$ cat src/rtl/dtt_xbar_ingress_scheduler.sv
// dtt_xbar_ingress_scheduler
// Ingress stage in front of the dtt crossbar. Each source lane is buffered in
// its own FIFO, and one round-robin arbiter per crossbar output picks at most
// one head per output each cycle. The registered xb_* lanes therefore never
// present two valid beats with the same destination.
//
// Optional feature: define DTT_SCHED_STATS_EN to build the per-input saturating
// backpressure counters (stall_cnt). Without it, stall_cnt is tied to zero.
//
// A beat written at edge t becomes eligible for arbitration one cycle later
// (edge t+1), so the earliest it can reach xb_valid is edge t+2. "count" tracks
// total occupancy (drives s_ready); "avail" tracks entries that may be granted.

module dtt_xbar_ingress_scheduler #(
  parameter int N_IN       = 4,
  parameter int N_OUT      = 4,
  parameter int DATA_WIDTH = 32,
  parameter int DEST_WIDTH = $clog2(N_OUT),
  parameter int DEPTH      = 4
) (
  input  logic                  clk,
  input  logic                  rst_n,
  input  logic [DATA_WIDTH-1:0] s_data    [N_IN],
  input  logic [DEST_WIDTH-1:0] s_dest    [N_IN],
  input  logic                  s_valid   [N_IN],
  output logic                  s_ready   [N_IN],
  output logic [DATA_WIDTH-1:0] xb_data   [N_IN],
  output logic [DEST_WIDTH-1:0] xb_dest   [N_IN],
  output logic                  xb_valid  [N_IN],
  output logic [15:0]           stall_cnt [N_IN]
);

  localparam int AW = (DEPTH > 1) ? $clog2(DEPTH) : 1;
  localparam int CW = $clog2(DEPTH + 1);
  localparam int PW = (N_IN > 1) ? $clog2(N_IN) : 1;
  localparam logic [CW-1:0] FULL_CNT = CW'(DEPTH);
  localparam bit DEST_POW2 = ((1 << DEST_WIDTH) == N_OUT);

  logic [AW-1:0]         wr_ptr    [N_IN];
  logic [AW-1:0]         rd_ptr    [N_IN];
  logic [CW-1:0]         count     [N_IN];
  logic [CW-1:0]         avail     [N_IN];
  logic                  push      [N_IN];
  logic                  push_d    [N_IN];
  logic                  pop       [N_IN];
  logic [DATA_WIDTH-1:0] head_data [N_IN];
  logic [DEST_WIDTH-1:0] head_dest [N_IN];

  logic [PW-1:0]         rr_ptr    [N_OUT];
  logic                  gnt_any   [N_OUT];
  logic [PW-1:0]         gnt_idx   [N_OUT];

  for (genvar i = 0; i < N_IN; i++) begin : g_lane
    logic                  dest_ok;
    logic [DATA_WIDTH-1:0] mem_data [DEPTH];
    logic [DEST_WIDTH-1:0] mem_dest [DEPTH];

    assign dest_ok      = DEST_POW2 || (32'(s_dest[i]) < 32'(N_OUT));
    assign s_ready[i]   = rst_n && (count[i] < FULL_CNT);
    assign push[i]      = s_valid[i] && s_ready[i] && dest_ok;
    assign head_data[i] = mem_data[rd_ptr[i]];
    assign head_dest[i] = mem_dest[rd_ptr[i]];

    // FIFO storage: write the accepted beat at the write pointer
    always_ff @(posedge clk) begin
      if (push[i]) begin
        mem_data[wr_ptr[i]] <= s_data[i];
        mem_dest[wr_ptr[i]] <= s_dest[i];
      end
    end
  end

  // FIFO pointers, occupancy and grant-eligible count for every lane
  always_ff @(posedge clk or negedge rst_n) begin
    if (!rst_n) begin
      for (int i = 0; i < N_IN; i++) begin
        wr_ptr[i] <= '0;
        rd_ptr[i] <= '0;
        count[i]  <= '0;
        avail[i]  <= '0;
        push_d[i] <= 1'b0;
      end
    end else begin
      for (int i = 0; i < N_IN; i++) begin
        push_d[i] <= push[i];
        if (push[i]) wr_ptr[i] <= wr_ptr[i] + 1'b1;
        if (pop[i])  rd_ptr[i] <= rd_ptr[i] + 1'b1;
        if (push[i] && !pop[i])      count[i] <= count[i] + 1'b1;
        else if (!push[i] && pop[i]) count[i] <= count[i] - 1'b1;
        if (push_d[i] && !pop[i])      avail[i] <= avail[i] + 1'b1;
        else if (!push_d[i] && pop[i]) avail[i] <= avail[i] - 1'b1;
      end
    end
  end

  // Per-output round-robin arbiters; each granted head pops this cycle
  always_comb begin : arb
    logic found;
    int   idx;
    found = 1'b0;
    idx   = 0;
    for (int i = 0; i < N_IN; i++) pop[i] = 1'b0;
    for (int o = 0; o < N_OUT; o++) begin
      found      = 1'b0;
      gnt_any[o] = 1'b0;
      gnt_idx[o] = '0;
      for (int k = 0; k < N_IN; k++) begin
        idx = int'(rr_ptr[o]) + k;
        if (idx >= N_IN) idx = idx - N_IN;
        if (!found && (avail[idx] != '0) && (head_dest[idx] == DEST_WIDTH'(o))) begin
          found      = 1'b1;
          gnt_any[o] = 1'b1;
          gnt_idx[o] = PW'(idx);
          pop[idx]   = 1'b1;
        end
      end
    end
  end

  // Round-robin pointers move just past the winner; idle outputs hold
  always_ff @(posedge clk or negedge rst_n) begin
    if (!rst_n) begin
      for (int o = 0; o < N_OUT; o++) rr_ptr[o] <= '0;
    end else begin
      for (int o = 0; o < N_OUT; o++) begin
        if (gnt_any[o]) begin
          rr_ptr[o] <= (gnt_idx[o] == PW'(N_IN - 1)) ? '0 : gnt_idx[o] + 1'b1;
        end
      end
    end
  end

  // Registered crossbar lanes; non-granted lanes drop valid and keep payload
  always_ff @(posedge clk or negedge rst_n) begin
    if (!rst_n) begin
      for (int i = 0; i < N_IN; i++) begin
        xb_valid[i] <= 1'b0;
        xb_data[i]  <= '0;
        xb_dest[i]  <= '0;
      end
    end else begin
      for (int i = 0; i < N_IN; i++) begin
        xb_valid[i] <= pop[i];
        if (pop[i]) begin
          xb_data[i] <= head_data[i];
          xb_dest[i] <= head_dest[i];
        end
      end
    end
  end

`ifdef DTT_SCHED_STATS_EN
  // Saturating count of cycles where a source offers a beat but is refused
  always_ff @(posedge clk or negedge rst_n) begin
    if (!rst_n) begin
      for (int i = 0; i < N_IN; i++) stall_cnt[i] <= '0;
    end else begin
      for (int i = 0; i < N_IN; i++) begin
        if (s_valid[i] && !s_ready[i] && (stall_cnt[i] != 16'hFFFF)) begin
          stall_cnt[i] <= stall_cnt[i] + 16'd1;
        end
      end
    end
  end
`else
  for (genvar i = 0; i < N_IN; i++) begin : g_no_stats
    assign stall_cnt[i] = '0;
  end
`endif

endmodule

$ cat config.mk
export PLATFORM = sky130hd
export DESIGN_NAME = dtt_xbar_ingress_scheduler
export DESIGN_NICKNAME = d
export VERILOG_FILES = /design/src/rtl/dtt_xbar_ingress_scheduler.sv
export SDC_FILE = /design/constraint.sdc
export NUM_CORES = 1
export LEC_CHECK = 0
export ABC_CLOCK_PERIOD_IN_PS = 7200
export CAP_MARGIN = 10
export CORE_AREA = 5 5 276 278
export DETAILED_ROUTE_END_ITERATION = 8
export DIE_AREA = 0 0 281 283
export GPL_TIMING_DRIVEN = 0
export HOLD_SLACK_MARGIN = 0.03
export PLACE_DENSITY = 0.65
export SYNTH_ARGS = -nofsm -noshare
export SYNTH_HDL_FRONTEND = slang
export SYNTH_SLANG_ARGS = --single-unit
$ cat constraint.sdc
create_clock -name clk -period 7.2 [get_ports clk]
set_input_delay 0.72 -clock clk [delete_from_list [all_inputs] [get_ports clk]]
set_output_delay 0.72 -clock clk [all_outputs]
set_load 0.02 [all_outputs]
; ---- Word-level counts from Yosys, hierarchy flattened
; Memory sizes are Yosys's and may differ from the RTL's. A register that Yosys moved wholly into a read port is not among the register bits.
; Cells that the tools add are included.
; W data, S select, Z words.
[word_totals]
register_bits = 64
ramBits = 544
elab_cells = 539
mem_count = 8
[memory_table]
columns = memory, words, word_bits, rd, rd_clocked_by_memory_dff, wr, line
row1 = g_lane[0].mem_data, 4, 32, 1, 1, 1, 55  ; logic [DATA_WIDTH-1:0] mem_data [DEPTH];
row2 = g_lane[1].mem_data, 4, 32, 1, 1, 1, 55
row3 = g_lane[2].mem_data, 4, 32, 1, 1, 1, 55
row4 = g_lane[3].mem_data, 4, 32, 1, 1, 1, 55
row5 = g_lane[0].mem_dest, 4, 2, 1, 0, 1, 56  ; logic [DEST_WIDTH-1:0] mem_dest [DEPTH];
row6 = g_lane[1].mem_dest, 4, 2, 1, 0, 1, 56
row7 = +2 memories, -, -, -, -, -, -
[op_classes]
n_addsub = 56
n_lt_le_gt_ge = 52
n_eq_ne = 16
n_mux = 220
n_bitwise = 31
n_reduce_logical = 124
[op_table]
columns = operator, count
row1 = $ge A32 B3 Y1 const B, 16
row2 = $lt A32 B1 Y1 const B, 16
row3 = $mux W32, 16
row4 = $not A32 Y32, 16
row5 = $mux W3, 48
row6 = $mux W2, 52
row7 = $bmux W3 S2, 16
row8 = $logic_and A1 B1 Y1, 68
row9 = $bmux W2 S2, 16
row10 = $mux W4, 16
row11 = $or A4 B4 Y4, 15
row12 = $reduce_bool A3 Y1, 16
row13 = $sub A3 B3 Y4 const B, 12
row14 = $mux W1, 40
row15 = $ge A3 B3 Y1 const B, 12
row16 = $demux W1 S2, 16
row17 = $logic_not A1 Y1, 28
row18 = $add A2 B1 Y2 const B, 12
row19 = $add A2 B2 Y3 const B, 8
row20 = $add A3 B1 Y3 const B, 8
row21 = $eq A2 B2 Y1 const B, 12
row22 = $sub A3 B1 Y3 const B, 8
row23 = $reduce_bool A2 Y1, 8
row24 = $sub A2 B3 Y4 const B, 4
row25 = other kinds (5), 20

; ---- Logic depth before layout (Yosys ltp)
[depth]
word_depth = 48
mapped_depth = 19
ltp_nobuf = 16

; ---- Worst setup path before layout
; Ideal clock, no wire load.
[synth_path]
kind = reg2reg
startpoint = register rr_ptr[0] (netlist bit)
endpoint = register count[2] (netlist bit)
setup_time_ps = 79
t_arrival_ps = 3895
required_time_ps = 7121
setup_slack_ps = 3225
path_stages_with_launch = 17
path_buffers = 2
period_less_slack_ps = 3975
cell_sequence = dfrtp_1 > clkbuf_1 > clkinv_1 > ha_1 > mux2_2 > and3_1 > a221o_1 > nor4_4 > nand3_4 > buf_6 > inv_1 > ha_1 > inv_1 > fa_1 > xor2_1 > nor2_1 > xor2_1
[synth_lines]
columns = item, line
row1 = from (decl), 49  ; logic [PW-1:0] rr_ptr [N_OUT];
row2 = "from (signal, indexed assignment)", 127  ; rr_ptr[o] <= (gnt_idx[o] == PW'(N_IN - 1)) ? '0 : gnt_idx[o] + 1'b1;
row3 = "to (signal, indexed assignment)", 88  ; if (push[i] && !pop[i]) count[i] <= count[i] + 1'b1;
row4 = "to (signal, indexed assignment)", 89  ; else if (!push[i] && pop[i]) count[i] <= count[i] - 1'b1;
row5 = to (decl), 41  ; logic [CW-1:0] count [N_IN];

==> impl_metrics.yaml <==
place:
  port_buffers: 285
  dpl.hpwl_um: 44000
  gpl.final_weighted_congestion: 0.843
route:
  drc: 0
  vias_per_cell: 5.12
  ant_nets: 0
  wl_per_cell_um: 21.5
  dr.pass1.iters: 5
  num_vias: 15900
  routed_wl_um: 66500
  first_iter_violations: 854
sta:
  hold_violations: 0
  finalCriticalPeriod_ps: 4840
  layout_worst_path_cycle_share_pct: 67.2
  maxSlewViolCount: 0
  clock.fmax_mhz: 207
  tightest_slew_ps: 947
  skew_ps: 27.9
  maxSlewHeadroom_pct: 36.9
  setup_viol: 0
  grt_setup_unrepaired: "no"
power:
  fin_total_pwr_mw: 19.4
  vdd_drop_max_mv: 0.391
  p_per_area_nw_per_um2: 513
  p_leak_nw: 13.7
final_layout:
  nets: 2255
  final_common_cell: "edfxtp_1"
  syn_to_final_growth_pct: 24.2
  fin_util_pct: 51.4
  mostFrequentLayoutCells: "edfxtp_1, clkdlybuf4s50_1, dfrtp_1"
  drive_gt1_share_pct: 24.5
  n_fill_cell: 5960
clock_network:
  cts_inserted_buffers: 80
  cts_tree: "built"
  cts_hold_buffers: 1
  cts_sinks: 736
  post_cts_resized: 0
  path_clk_slew_ps: 60
  ctsLongestPathBuffers: 3
  worstSkewPairLatency_ps: 620
  cts_root_buffer: "clkbuf_16"
  cts_setup_buffers: 0
  htree_levels: 3
setup_path:
  worst_setup_path_start_kind: "flip-flop"
  critPathMaxFanout: 10
  arrival_ps: 5310
  crit_slowest_cell: "mux4_2"
  slowest_delay_ps: 650
  cp-end-kind: "flip-flop"
  path_class: "reg2reg"
  startpoint: "rd_ptr[6]"
  required_ps: 7670
  cpMostUsedCell: "inv_1"
  r2r_start: "rd_ptr[6]"
  crit_chain: "buf_2 > mux4_2 > o32ai_1 > and2_1 > nand3_1 > a21oi_1 > a22oi_1 > and4_1 > nand2_2 > buf_4 > inv_1 > ha_1 > inv_1 > fa_1 > mux2_2"
synth:
  syn_area_um2: 30500
  postSynthCellCount: 1611
  yosys_most_used_dff: "edfxtp_1"
  avgSynthCellArea_um2: 18.9
  ys_seq_elements: 736
  yosysWarnings: 0
  synth_edf_count: 544
  synth_cell_types: 73
  async_flop_share_pct: 26.1
  yosysSeqAreaShare_pct: 69.4
floorplanning:
  die_area_um2: 79500
  coreArea_um2: 73700
  rows: 100
  die_w_um: 281
  dieHeight_um: 283
  io_pins: 350
  initial_utilization_pct: 41.3
hold_path:
  hp-start: "count[2]"
  hold_path_class: "reg2reg"
global_route:
  overflow: 0
  antenna_found_initial: 6
  grt_pass1_wl_um: 103000
  grt_start_max_net_pins: 93
  grt_pass1_vias: 17200
  grt_util_all_layers_pct: 16.6
flow_run:
  max_cap_violations: 0
status:
  status: "finished, final reports clean"
==> cells by family (layout without fill, tap and decap cells) <==
| logic type | count (synthesis) | after routing | synth area share, % |
|---|---|---|---|
| muxes | 306 | 306 | 17.5 |
| xor gates and xnor gates | 39 | 39 | 1.12 |
| adders and majority gates | 53 | 53 | 2.37 |
| buffers and inverters | 155 | 607 | 3.04 |
| AOI/OAI and AO/OA | 111 | 111 | 2.64 |
| DFF | 736 | 736 | 69.4 |
| other | 1 | 68 | 0.0123 |
| and+or+nand+nor | 210 | 210 | 3.87 |
==> Yosys cell counts (all sizes together) (3+ instances only) <==
| library cell | n | area share, % |
|---|---|---|
| and2 | 11 | 0.23 |
| nor3 | 7 | 0.12 |
| or3 | 8 | 0.16 |
| a31oi | 3 | 0.062 |
| nand2 | 37 | 0.46 |
| buf | 84 | 2.2 |
| a22oi | 5 | 0.12 |
| xor2 | 20 | 0.58 |
| nand4 | 4 | 0.082 |
| nor2b | 35 | 0.74 |
| or2 | 3 | 0.062 |
| edfxtp | 544 | 54 |
| a22o | 3 | 0.086 |
| xnor2 | 19 | 0.55 |
| o22ai | 5 | 0.10 |
| nor2 | 43 | 0.53 |
| a32o | 5 | 0.16 |
| mux4 | 150 | 11 |
| o21ai | 21 | 0.35 |
| nand3 | 15 | 0.30 |
| nand2b | 9 | 0.18 |
| o31ai | 6 | 0.15 |
| ha | 45 | 1.8 |
| dfrtp | 192 | 16 |
| mux2 | 149 | 6.2 |
| clkbuf | 37 | 0.46 |
| fa | 8 | 0.53 |
| mux2i | 7 | 0.28 |
| nand4b | 3 | 0.14 |
| a211oi | 3 | 0.074 |
| a32oi | 15 | 0.48 |
| nor4 | 6 | 0.22 |
| a222oi | 4 | 0.13 |
| and3 | 25 | 0.51 |
| inv | 32 | 0.39 |
| a21oi | 23 | 0.38 |
==> state kept, by name (all words and copies together), names as in the netlist, named ones only <==
name,flops
g_lane.mem_data,512
rr_ptr,7
rd_ptr,8
avail,12
xb_valid,4
push_d,4
xb_dest,8
g_lane.mem_dest,32
wr_ptr,8
count,12
xb_data,128
==> per-stage QoR <==
stage | setup WS (ps) | TNS (ps) | instance area, um2 | instances | hold slack [ps]
global route | 2000 | 0 | 37800 | 3098 | 497
finish | 2360 | 0 | 37800 | 3099 | 467
CTS | 2260 | 0 | 37800 | 3095 | 472
detailed placement | 2300 | 0 | 35200 | 2946 | 457
floorplan | 3230 | 0 | 30700 | 1674 | 424
global placement | -4760 | -3535360 | 34800 | 2928 | 459
==> power breakdown <==
group	internal [mW]	leakage [nW]	switching [mW]
clock	2.43	1.30	1.63
combinational	4.77	5.20	4.63
sequential	5.52	7.17	0.439
total	12.7	13.7	6.70
==> cell type report <==
type,count,area (um2),share of cell area (%)
tap,969,1210,3.20
sequential,736,21100,55.9
inverter,34,128,0.337
clock inverter,33,347,0.916
timing repair buffer,304,3240,8.57
clock buffer,115,2320,6.12
buffer,121,797,2.11
antenna,4,10.0,0.0264
multi-input combinational,783,8650,22.9
==> worst max-delay path: cells and delay by family, from the launching register on <==
family / cells / cell delay (ps)
adder cells (fa/ha/maj): 2 / 620
flip-flops: 1 / 320
buffers and inverters: 4 / 750
AO/OA/AOI/OAI: 3 / 1080
AND/OR/NAND/NOR: 4 / 1020
multiplexers: 2 / 920
==> final timing paths <==
kind / end / slack [ps] / cells past startpoint
hold reg to reg: count[2] / 470 / 1
setup / recovery: count[7] / 2360 / 15
hold / removal: count[2] / 470 / 1
max in group asynchronous: xb_data[22] / 5350 / 4
min in group asynchronous: xb_data[66] / 540 / 2
setup reg to reg: count[7] / 2360 / 15
==> metal layers <==
layer / global-route usage, % / vias to the layer above / part of all wire [%]
met5: 0 / - / 0.041
met2: 29.7 / 414 / 53
met4: 4.79 / 4 / 2.2
li1: - / 7130 / -
met1: 20.7 / 8230 / 40
met3: 3.18 / 104 / 4.7
Note: power is estimated with default switching activity, not from simulation.
